## src/rtl/multi_patgen_pkg.sv

```systemverilog
// Shared definitions for the multi-channel pattern generator: register map,
// channel FSM states and the 16-bit timing field type.
package multi_patgen_pkg;

    typedef logic [15:0] field_t;

    typedef enum logic [2:0] {
        StIdle,
        StDelay,
        StHigh,
        StLow,
        StDone
    } chan_state_e;

    // Global register offsets (addr[AW-1] = 1)
    localparam logic [3:0] GlobClkfacHi = 4'd0;
    localparam logic [3:0] GlobClkfacLo = 4'd1;

    // Per-channel register offsets
    localparam logic [3:0] RegIdelayHi = 4'd0;
    localparam logic [3:0] RegIdelayLo = 4'd1;
    localparam logic [3:0] RegThighHi  = 4'd2;
    localparam logic [3:0] RegThighLo  = 4'd3;
    localparam logic [3:0] RegTlowHi   = 4'd4;
    localparam logic [3:0] RegTlowLo   = 4'd5;
    localparam logic [3:0] RegNpulses  = 4'd6;
    localparam logic [3:0] RegRunlenHi = 4'd7;
    localparam logic [3:0] RegRunlenLo = 4'd8;
    localparam logic [3:0] RegCtrl     = 4'd9;

    function automatic field_t clamp_one(input field_t v);
        return (v == '0) ? 16'd1 : v;
    endfunction

endpackage

```

## src/rtl/patgen_channel.sv

```systemverilog
// One pulse channel: config registers, working counters and the
// IDLE/DELAY/HIGH/LOW/DONE sequencer.
module patgen_channel
    import multi_patgen_pkg::*;
(
    input  logic       clk,
    input  logic       rst,
    input  logic       suspend,
    input  logic       tick,
    input  logic       trig,
    input  logic       synced,
    input  logic       wr_en,
    input  logic [3:0] wr_reg,
    input  logic [7:0] wr_data,
    output logic       out,
    output logic       running,
    output logic       done
);

    field_t     idelay_q, thigh_q, tlow_q, runlen_q;
    logic [7:0] npulses_q;
    logic       enable_q, invert_q;

    // Config registers hold their power-up value; rst deliberately leaves them alone.
    always_ff @(posedge clk) begin
        if (wr_en) begin
            case (wr_reg)
                RegIdelayHi: idelay_q[15:8]  <= wr_data;
                RegIdelayLo: idelay_q[7:0]   <= wr_data;
                RegThighHi:  thigh_q[15:8]   <= wr_data;
                RegThighLo:  thigh_q[7:0]    <= wr_data;
                RegTlowHi:   tlow_q[15:8]    <= wr_data;
                RegTlowLo:   tlow_q[7:0]     <= wr_data;
                RegNpulses:  npulses_q       <= wr_data;
                RegRunlenHi: runlen_q[15:8]  <= wr_data;
                RegRunlenLo: runlen_q[7:0]   <= wr_data;
                RegCtrl: begin
                    enable_q <= wr_data[0];
                    invert_q <= wr_data[1];
                end
                default: ;
            endcase
        end
    end

    chan_state_e state_q, state_d;
    field_t      delay_q, delay_d;
    field_t      phase_q, phase_d;
    field_t      run_q, run_d;
    field_t      thigh_s_q, thigh_s_d;
    field_t      tlow_s_q, tlow_s_d;
    logic [7:0]  pulse_q, pulse_d;
    logic        inv_s_q, inv_s_d;
    logic        out_q, out_d;
    logic        run_inf_q;

    always_comb begin
        state_d   = state_q;
        delay_d   = delay_q;
        phase_d   = phase_q;
        run_d     = run_q;
        thigh_s_d = thigh_s_q;
        tlow_s_d  = tlow_s_q;
        pulse_d   = pulse_q;
        inv_s_d   = inv_s_q;

        if (!suspend) begin
            case (state_q)
                StIdle: begin
                    if (enable_q && (!synced || trig)) begin
                        state_d   = StDelay;
                        delay_d   = idelay_q;
                        pulse_d   = (npulses_q == 8'd0) ? 8'd1 : npulses_q;
                        thigh_s_d = clamp_one(thigh_q);
                        tlow_s_d  = clamp_one(tlow_q);
                        inv_s_d   = invert_q;
                    end
                end
                StDelay: begin
                    if (tick) begin
                        if (delay_q == '0) begin
                            state_d = StHigh;
                            phase_d = thigh_s_q - 16'd1;
                        end else begin
                            delay_d = delay_q - 16'd1;
                        end
                    end
                end
                StHigh: begin
                    if (tick) begin
                        if (phase_q != '0) begin
                            phase_d = phase_q - 16'd1;
                        end else if (pulse_q > 8'd1) begin
                            state_d = StLow;
                            phase_d = tlow_s_q - 16'd1;
                        end else begin
                            // Set ends; a finite run counter at 1 is the last set.
                            if (!run_inf_q && run_q <= 16'd1) begin
                                state_d = StDone;
                            end else begin
                                state_d = StIdle;
                            end
                            if (!run_inf_q) begin
                                run_d = run_q - 16'd1;
                            end
                        end
                    end
                end
                StLow: begin
                    if (tick) begin
                        if (phase_q == '0) begin
                            state_d = StHigh;
                            phase_d = thigh_s_q - 16'd1;
                            pulse_d = pulse_q - 8'd1;
                        end else begin
                            phase_d = phase_q - 16'd1;
                        end
                    end
                end
                StDone: ;
                default: state_d = StIdle;
            endcase
        end

        // During a set the polarity comes from the start snapshot.
        if (suspend) begin
            out_d = out_q;
        end else if (state_d == StDelay || state_d == StHigh || state_d == StLow) begin
            out_d = (state_d == StHigh) ^ inv_s_d;
        end else begin
            out_d = invert_q;
        end
    end

    always_ff @(posedge clk) begin
        if (rst) begin
            state_q   <= StIdle;
            out_q     <= invert_q;
            run_q     <= runlen_q;
            run_inf_q <= (runlen_q == '0);
            delay_q   <= idelay_q;
            phase_q   <= '0;
            pulse_q   <= npulses_q;
            thigh_s_q <= clamp_one(thigh_q);
            tlow_s_q  <= clamp_one(tlow_q);
            inv_s_q   <= invert_q;
        end else begin
            state_q   <= state_d;
            out_q     <= out_d;
            run_q     <= run_d;
            delay_q   <= delay_d;
            phase_q   <= phase_d;
            pulse_q   <= pulse_d;
            thigh_s_q <= thigh_s_d;
            tlow_s_q  <= tlow_s_d;
            inv_s_q   <= inv_s_d;
        end
    end

    assign out     = out_q;
    assign running = (state_q == StDelay) || (state_q == StHigh) || (state_q == StLow);
    assign done    = (state_q == StDone);

endmodule

```

## src/rtl/multi_patgen.sv

```systemverilog
// Multi-channel pattern generator top: config address decode, shared tick
// divider, syncrst synchroniser/edge detector and NCH channel instances.
module multi_patgen
    import multi_patgen_pkg::*;
#(
    parameter int NCH = 4,
    parameter int AW  = 4 + $clog2(NCH) + 1
) (
    input  logic           clk,
    input  logic           rst,
    input  logic           suspend,
    input  logic           write,
    input  logic [AW-1:0]  addr,
    input  logic [7:0]     din,
    input  logic           synced,
    input  logic           syncrst,
    output logic [NCH-1:0] out,
    output logic [NCH-1:0] running,
    output logic [NCH-1:0] done
);

    field_t clkfac_q;

    always_ff @(posedge clk) begin
        if (write && addr[AW-1]) begin
            case (addr[3:0])
                GlobClkfacHi: clkfac_q[15:8] <= din;
                GlobClkfacLo: clkfac_q[7:0]  <= din;
                default: ;
            endcase
        end
    end

    field_t div_q;
    logic   tick;

    always_ff @(posedge clk) begin
        if (rst) begin
            div_q <= clkfac_q;
        end else if (!suspend) begin
            div_q <= (div_q == '0) ? clkfac_q : div_q - 16'd1;
        end
    end

    assign tick = (div_q == '0) && !suspend;

    logic sync1_q, sync2_q, edge_q;
    logic trig;

    // edge_q keeps tracking while suspended so that edges inside the window are lost.
    always_ff @(posedge clk) begin
        if (rst) begin
            sync1_q <= 1'b0;
            sync2_q <= 1'b0;
            edge_q  <= 1'b0;
        end else begin
            sync1_q <= syncrst;
            sync2_q <= sync1_q;
            edge_q  <= sync2_q;
        end
    end

    assign trig = sync2_q && !edge_q && !suspend;

    logic [AW-2:0] ch_field;
    assign ch_field = addr[AW-2:0] >> 4;

    for (genvar i = 0; i < NCH; i++) begin : g_chan
        logic ch_wr;
        assign ch_wr = write && !addr[AW-1] && (ch_field == (AW-1)'(i));

        patgen_channel u_chan (
            .clk     (clk),
            .rst     (rst),
            .suspend (suspend),
            .tick    (tick),
            .trig    (trig),
            .synced  (synced),
            .wr_en   (ch_wr),
            .wr_reg  (addr[3:0]),
            .wr_data (din),
            .out     (out[i]),
            .running (running[i]),
            .done    (done[i])
        );
    end

endmodule
```

## config.mk

```make
export PLATFORM = sky130hd
export DESIGN_NAME = multi_patgen
export DESIGN_NICKNAME = d
export VERILOG_FILES = /design/src/rtl/multi_patgen_pkg.sv /design/src/rtl/patgen_channel.sv /design/src/rtl/multi_patgen.sv
export SDC_FILE = /design/constraint.sdc
export NUM_CORES = 1
export LEC_CHECK = 0
export CORE_MARGIN = 4
export CORE_UTILIZATION = 45
export CTS_CLUSTER_DIAMETER = 40
export DETAILED_ROUTE_END_ITERATION = 8
export GPL_ROUTABILITY_DRIVEN = 0
export PLACE_DENSITY = 0.58
export SYNTH_ARGS = -nofsm -noshare
export SYNTH_HDL_FRONTEND = slang
export SYNTH_SLANG_ARGS = --single-unit
```

## constraint.sdc

```tcl
create_clock -name clk -period 7.7 [get_ports clk]
set_input_delay 2.31 -clock clk [delete_from_list [all_inputs] [get_ports clk]]
set_output_delay 2.31 -clock clk [all_outputs]
set_load 0.02 [all_outputs]
```

* After elaboration in Yosys (flattened, before gate mapping)
Index checks and enable logic that the tools add are counted.
** Storage, ports and cells
- Output and inout port bits :: 12
- Input bits :: 21
- Register bits after elaboration :: 707
** Cells by class
- Add/sub/neg operators :: 25
- Order comparisons :: 8
- Bitwise gates (word level) :: 5
- Equal/unequal tests :: 93
- Reduce and logical (&&, ||, !) cells :: 164
- Muxes and demuxes :: 227
** Operators with widths (number)
- 16-bit two-way mux :: 119
- 16-bit logical NOT :: 21
- 16-bit by 1-bit subtractor with 16-bit output (second input constant) :: 21
- 8-bit two-way mux :: 24
- 16-bit one-hot mux with 3 select lines :: 4
- 16-bit one-hot mux with 2 select lines :: 4
- 3-bit two-way mux :: 40
- 2-bit AND reduction :: 42
- 16-bit by 1-bit less-or-equal comparator with 1-bit output (second input constant) :: 4
- 8-bit one-hot mux with 2 select lines :: 4
- 16-bit nonzero test :: 4
- 3-bit one-hot mux with 5 select lines :: 4
- 3-bit by 2-bit equality test with 1-bit output (second input constant) :: 16
- 2-bit inequality test (second input constant) :: 22
- 5-bit AND reduction :: 8
- 3-bit nonzero test :: 12
- 8-bit by 1-bit > comparator with 1-bit output (second input constant) :: 4
- 8-bit logical NOT :: 4
- 8-bit by 1-bit subtractor with 8-bit output (second input constant) :: 4
- 3-bit by 2-bit inequality test with 1-bit output (second input constant) :: 10
- 3-bit inequality test (second input constant) :: 10
- 1-bit two-way mux :: 28
- 7-bit AND reduction :: 4
- 2-bit nonzero test :: 13
- 20 further kinds :: 96

* Logic depth before layout (Yosys ltp)
- Word-level depth :: 14
- Gate-level depth with buffers :: 12
- Depth with buffers taken out :: 10

* Hierarchy
From an unflattened synthesis, not the netlist that was laid out.
** Unflattened totals
- Cells, all modules :: 2939
- Area total of the unflattened synthesis :: 33811.2 um^2
** By module, submodules not included
- patgen_channel (g_chan[1].u_chan ...) :: area each 8005.2 um^2, cells each 694, times used 2
- patgen_channel (g_chan[3].u_chan) :: area each 8116.5 um^2, cells each 723, times used 1
- patgen_channel (g_chan[0].u_chan) :: area each 8051.5 um^2, cells each 702, times used 1
- multi_patgen :: area each 1632.8 um^2, cells each 126, times used 1

* Least setup slack after synthesis
OpenSTA, ideal clock, no wires.
- Kind :: input-to-reg
- From :: input port suspend
- To :: register g_chan[3].u_chan.delay_q[0] (enable)
- Setup time :: 0.436 ns
- Path slack :: 2.368 ns
- Data arrival time :: 4.896 ns
- Stages :: 5
- Cell sequence :: nor4b_1 -> and4_1 -> clkbuf_1 -> a31oi_1 -> o41ai_1
** On the way
- Word-level cells in the longest chain between the ends :: 6
** RTL lines
- from (decl) :: RTL line multi_patgen.sv:11 : input logic suspend,
- 1-bit logical NOT
- 1-bit logical AND :: RTL line multi_patgen.sv:63 : assign trig = sync2_q && !edge_q && !suspend;
- 1-bit logical OR :: RTL line patgen_channel.sv:70 : if (enable_q && (!synced || trig)) begin
- 1-bit logical AND :: RTL line patgen_channel.sv:70
- 3-bit by 2-bit inequality test with 1-bit output (no line)
- 5-bit AND reduction (no line) *
- to (signal assigned) :: RTL line patgen_channel.sv:141 : delay_q <= idelay_q;
- to (signal assigned) :: RTL line patgen_channel.sv:151 : delay_q <= delay_d;
- to (decl) :: RTL line patgen_channel.sv:47 : field_t delay_q, delay_d;
Every way passes the cells marked *; elsewhere a longest branch is shown, timed or not.
A chain may end at the register's enable or synchronous reset.

* Worst setup path in the final report
- From :: input port suspend
- To :: register g_chan[1].u_chan.phase_q[7]
** On the way
- Word-level cells in the longest chain between the ends :: 4
** RTL lines
- 1-bit logical NOT
- 1-bit logical AND :: RTL line multi_patgen.sv:45 : assign tick = (div_q == '0) && !suspend;
- 2-bit inequality test (no line)
- 7-bit AND reduction (no line) *
- to (signal assigned) :: RTL line patgen_channel.sv:152 : phase_q <= phase_d;
- to (decl) :: RTL line patgen_channel.sv:48 : field_t phase_q, phase_d;
Marks and branches as above.

==> flow_metrics.tcl <==
set metrics [dict create \
    crit_end "g_chan[1].u_chan.phase_q[7]$_SDFFE_PP0P_" \
    drive_gt1_share_pct 8.81 \
    grt_setup_unrepaired "no" \
    core_area_sq_um 72000 \
    dieArea_sq_um 77500 \
    slew_violations 0 \
    die_w_um 278 \
    synth.area.top_cells "edfxtp_1 (57%), dfxtp_1 (5.1%), xnor2_1 (4.6%)" \
    crit_arrival_ps 5600 \
    fin_cells 3900 \
    relSlewSlack_pct 23.3 \
    p_sw_mw 2.31 \
    seq_area_frac_synth_pct 62.0 \
    cts_buffers 110 \
    fp.dieH_um 278 \
    synthTopCellsByCount "edfxtp_1 (624), nor2_1 (323), nand2_1 (251)" \
    critical_path_class "primary input to register" \
    antenna_found_initial 2 \
    drtIter0Drc 2043 \
    worstMarginPinSlew_ps 1150 \
    drv_cap 0 \
    drt-pass1-iter-count 6 \
    ir_worst_vdd_v 0.000156 \
    cp.depth 8 \
    io_buffer_count 32 \
    setup_tns_ps 0 \
    setup_viol_count_final 0 \
    wl_per_cell_um 20.1 \
    antennaDiodeCount 0 \
    powerDensity_nw_per_um2 265 \
    synth_top_flop_cell "edfxtp_1" \
    netlist_instances 2905 \
    placementRows 98 \
    r2r_setup_slack_ps 3440 \
    power_leakage_nw 12.5 \
    synth_edf_count 624 \
    io_pins 33 \
    synth_fp_nets 2963 \
    async_reset_ff_share_pct 0 \
    postCtsHoldBufs 0 \
    dpl_worst_slack_ps 2030 \
    critPathLaunchType "primary input" \
    cts_root_buffer "clkbuf_16" \
    via_per_inst 5.64 \
    grt_first_pass_wirelength_mm 122 \
    hold_viol_final 0 \
    gr-total-overflow 0 \
    placedCellCount 3690 \
    swShare_pct 23.1 \
    synth.top_cell.area_share_pct 57.0 \
    cpPeakStageDelay_ps 890 \
    yosysUniqueCellTypes 71 \
    start_util_pct 45.7 \
    endpoint_kind "register" \
    use_met2_pct 31.9 \
    clock_path_buffers 3 \
    min_period_over_period_pct 66.3 \
    grt_pass1_vias 21578 \
    clkTransAtPathRegs_ps 60 \
    p_int_mw 7.68 \
    status "complete, no violations" \
    ant_nets 0 \
    cts_resized 0 \
    fmax_mhz 196 \
    grt_max_degree 84 \
    yosysMostFrequentCell "edfxtp_1" \
    final.setup_skew_ps 27.1 \
    critPathBufInv 1 \
    crit_path_start "suspend" \
    cts_tree "yes" \
    ys_ff_latch 707 \
    drc_errors 0 \
    post-dp-hpwl_mm 50.5 \
    p_seq_share_pct 43.8 \
    cp_max_fo 21 \
    gr-usage-all-layers_pct 19.9 \
    comb_power_share_pct 4.5 \
    period_needed_ps 5110 \
    busiest_layer "met2" \
    use_met3_pct 3.29 \
    fin_util_pct 52.3 \
    insertion_delay_ps 660 \
    postSynthAreaPerCell_sq_um 11.3 \
    required_ps 8190 \
    critPathSlowestCell "nand4_1" \
    nets 2910 \
    yosys.area.top_type "edfxtp_1" \
    vias 21989 \
    path_cells "buf_2 > nor4b_1 > nand4_1 > nor4_1 > o21a_1 > o221ai_1 > a21oi_1 > nor3_1" \
    post_cts_buffers 0 \
    clock-sinks 707 \
    yosysWarnings 0 \
    worst_slack_ps 2590 \
    rr_worst_depth 10 \
    clkPwrFrac_pct 51.7 \
    cts_max_level 3 \
    netlist_area_sq_um 32900 \
    r2r_end "g_chan[1].u_chan.phase_q[7]$_SDFFE_PP0P_" \
    r2r_start "g_chan[1].u_chan.delay_q[0]$_DFFE_PP_" \
    hp-class "register to register" \
    met1_usage_pct 27.8 \
    area_growth_pct 14.6 \
    wl_mm 78.5 \
    critical_path.top_delay_family "simple AND/OR/NAND/NOR gates" \
]
sequential cells by signal, summed over array words and instances (netlist names), 12 cells and up:
signal / cells
g_chan.u_chan.tlow_q: 64
g_chan.u_chan.run_q: 64
div_q: 16
g_chan.u_chan.phase_q: 64
g_chan.u_chan.thigh_s_q: 64
g_chan.u_chan.runlen_q: 64
g_chan.u_chan.npulses_q: 32
clkfac_q: 16
g_chan.u_chan.thigh_q: 64
g_chan.u_chan.pulse_q: 32
g_chan.u_chan.idelay_q: 64
g_chan.u_chan.state_q: 12
g_chan.u_chan.delay_q: 64
g_chan.u_chan.tlow_s_q: 64
how the worst min path moves through the flow:
stage	slack, ps	cells past startpoint	from	to
after CTS	440	0	g_chan[0].u_chan.tlow_q[9]$_DFFE_PP_	g_chan[0].u_chan.tlow_s_q[9]$_SDFFCE_PN0P_
after floorplan	410	1	sync1_q$_SDFF_PP0_	sync2_q$_SDFF_PP0_
after global routing	450	0	g_chan[1].u_chan.thigh_q[3]$_DFFE_PP_	g_chan[1].u_chan.thigh_s_q[3]$_SDFFCE_PN0P_
final	440	0	g_chan[0].u_chan.tlow_q[9]$_DFFE_PP_	g_chan[0].u_chan.tlow_s_q[9]$_SDFFCE_PN0P_
after global placement	430	0	g_chan[1].u_chan.tlow_q[12]$_DFFE_PP_	g_chan[1].u_chan.tlow_s_q[12]$_SDFFCE_PN0P_
after detailed placement	430	0	g_chan[2].u_chan.thigh_q[15]$_DFFE_PP_	g_chan[2].u_chan.thigh_s_q[15]$_SDFFCE_PN0P_
cell families (layout without fill, tap and decap cells):
group,after synthesis,in the layout,share of synthesized area [%]
simple gates,1067,1067,16.0
fa+ha+maj,37,37,1.41
compound gates,512,512,9.36
mux,14,14,0.441
xor+xnor,271,271,7.22
flops,707,707,62.0
buf+inv,297,342,3.54
cell type report:
type                            count  area (sq um)
Fill cell                        6052         34300
Sequential cell                   707         20400
Multi-Input combinational cell   1901         11300
Clock buffer                      127          2980
Tap cell                          950          1190
Clock inverter                     83          1000
Timing Repair Buffer               58           474
Inverter                           74           278
layout by cell type, fill, tap and decap left out, drive strengths merged, types with 26 or more instances in the layout:
cell type,netlist,routed
o22ai,26,26
ha,37,37
nor3,114,114
nand3,32,32
dfxtp,83,83
inv,74,100
clkbuf,203,127
nand2,251,251
clkinv,0,36
nand2b,26,26
nor2,323,323
edfxtp,624,624
o21ai,167,167
a21oi,157,157
buf,20,36
xor2,100,100
xnor2,171,171
or4,43,43
nor4,136,136
metal layers:
layer	wire length (um)	part of all wire, %
met4	1950	2.5
met1	35700	45
met3	4690	6.0
met5	0	0
met2	36200	46
through the flow:
| stage | cell area, sq um | total power, mW | hold slack (ps) |
|---|---|---|---|
| after global placement | 33700 | 4.89 | 435 |
| after global routing | 37700 | 10.3 | 454 |
| after floorplan | 32900 | 4.71 | 414 |
| final | 37700 | 9.99 | 442 |
| after CTS | 37700 | 10.1 | 443 |
| after detailed placement | 33700 | 4.90 | 435 |
power groups by stage:
stage,Clock (mW),Sequential (mW),Combinational (mW)
after global routing,5.45,4.39,0.491
after global placement,0,4.45,0.439
after detailed placement,0,4.45,0.447
final,5.17,4.38,0.446
after CTS,5.26,4.38,0.449
after floorplan,0,4.42,0.291
Note: power is estimated with default switching activity, not from simulation.
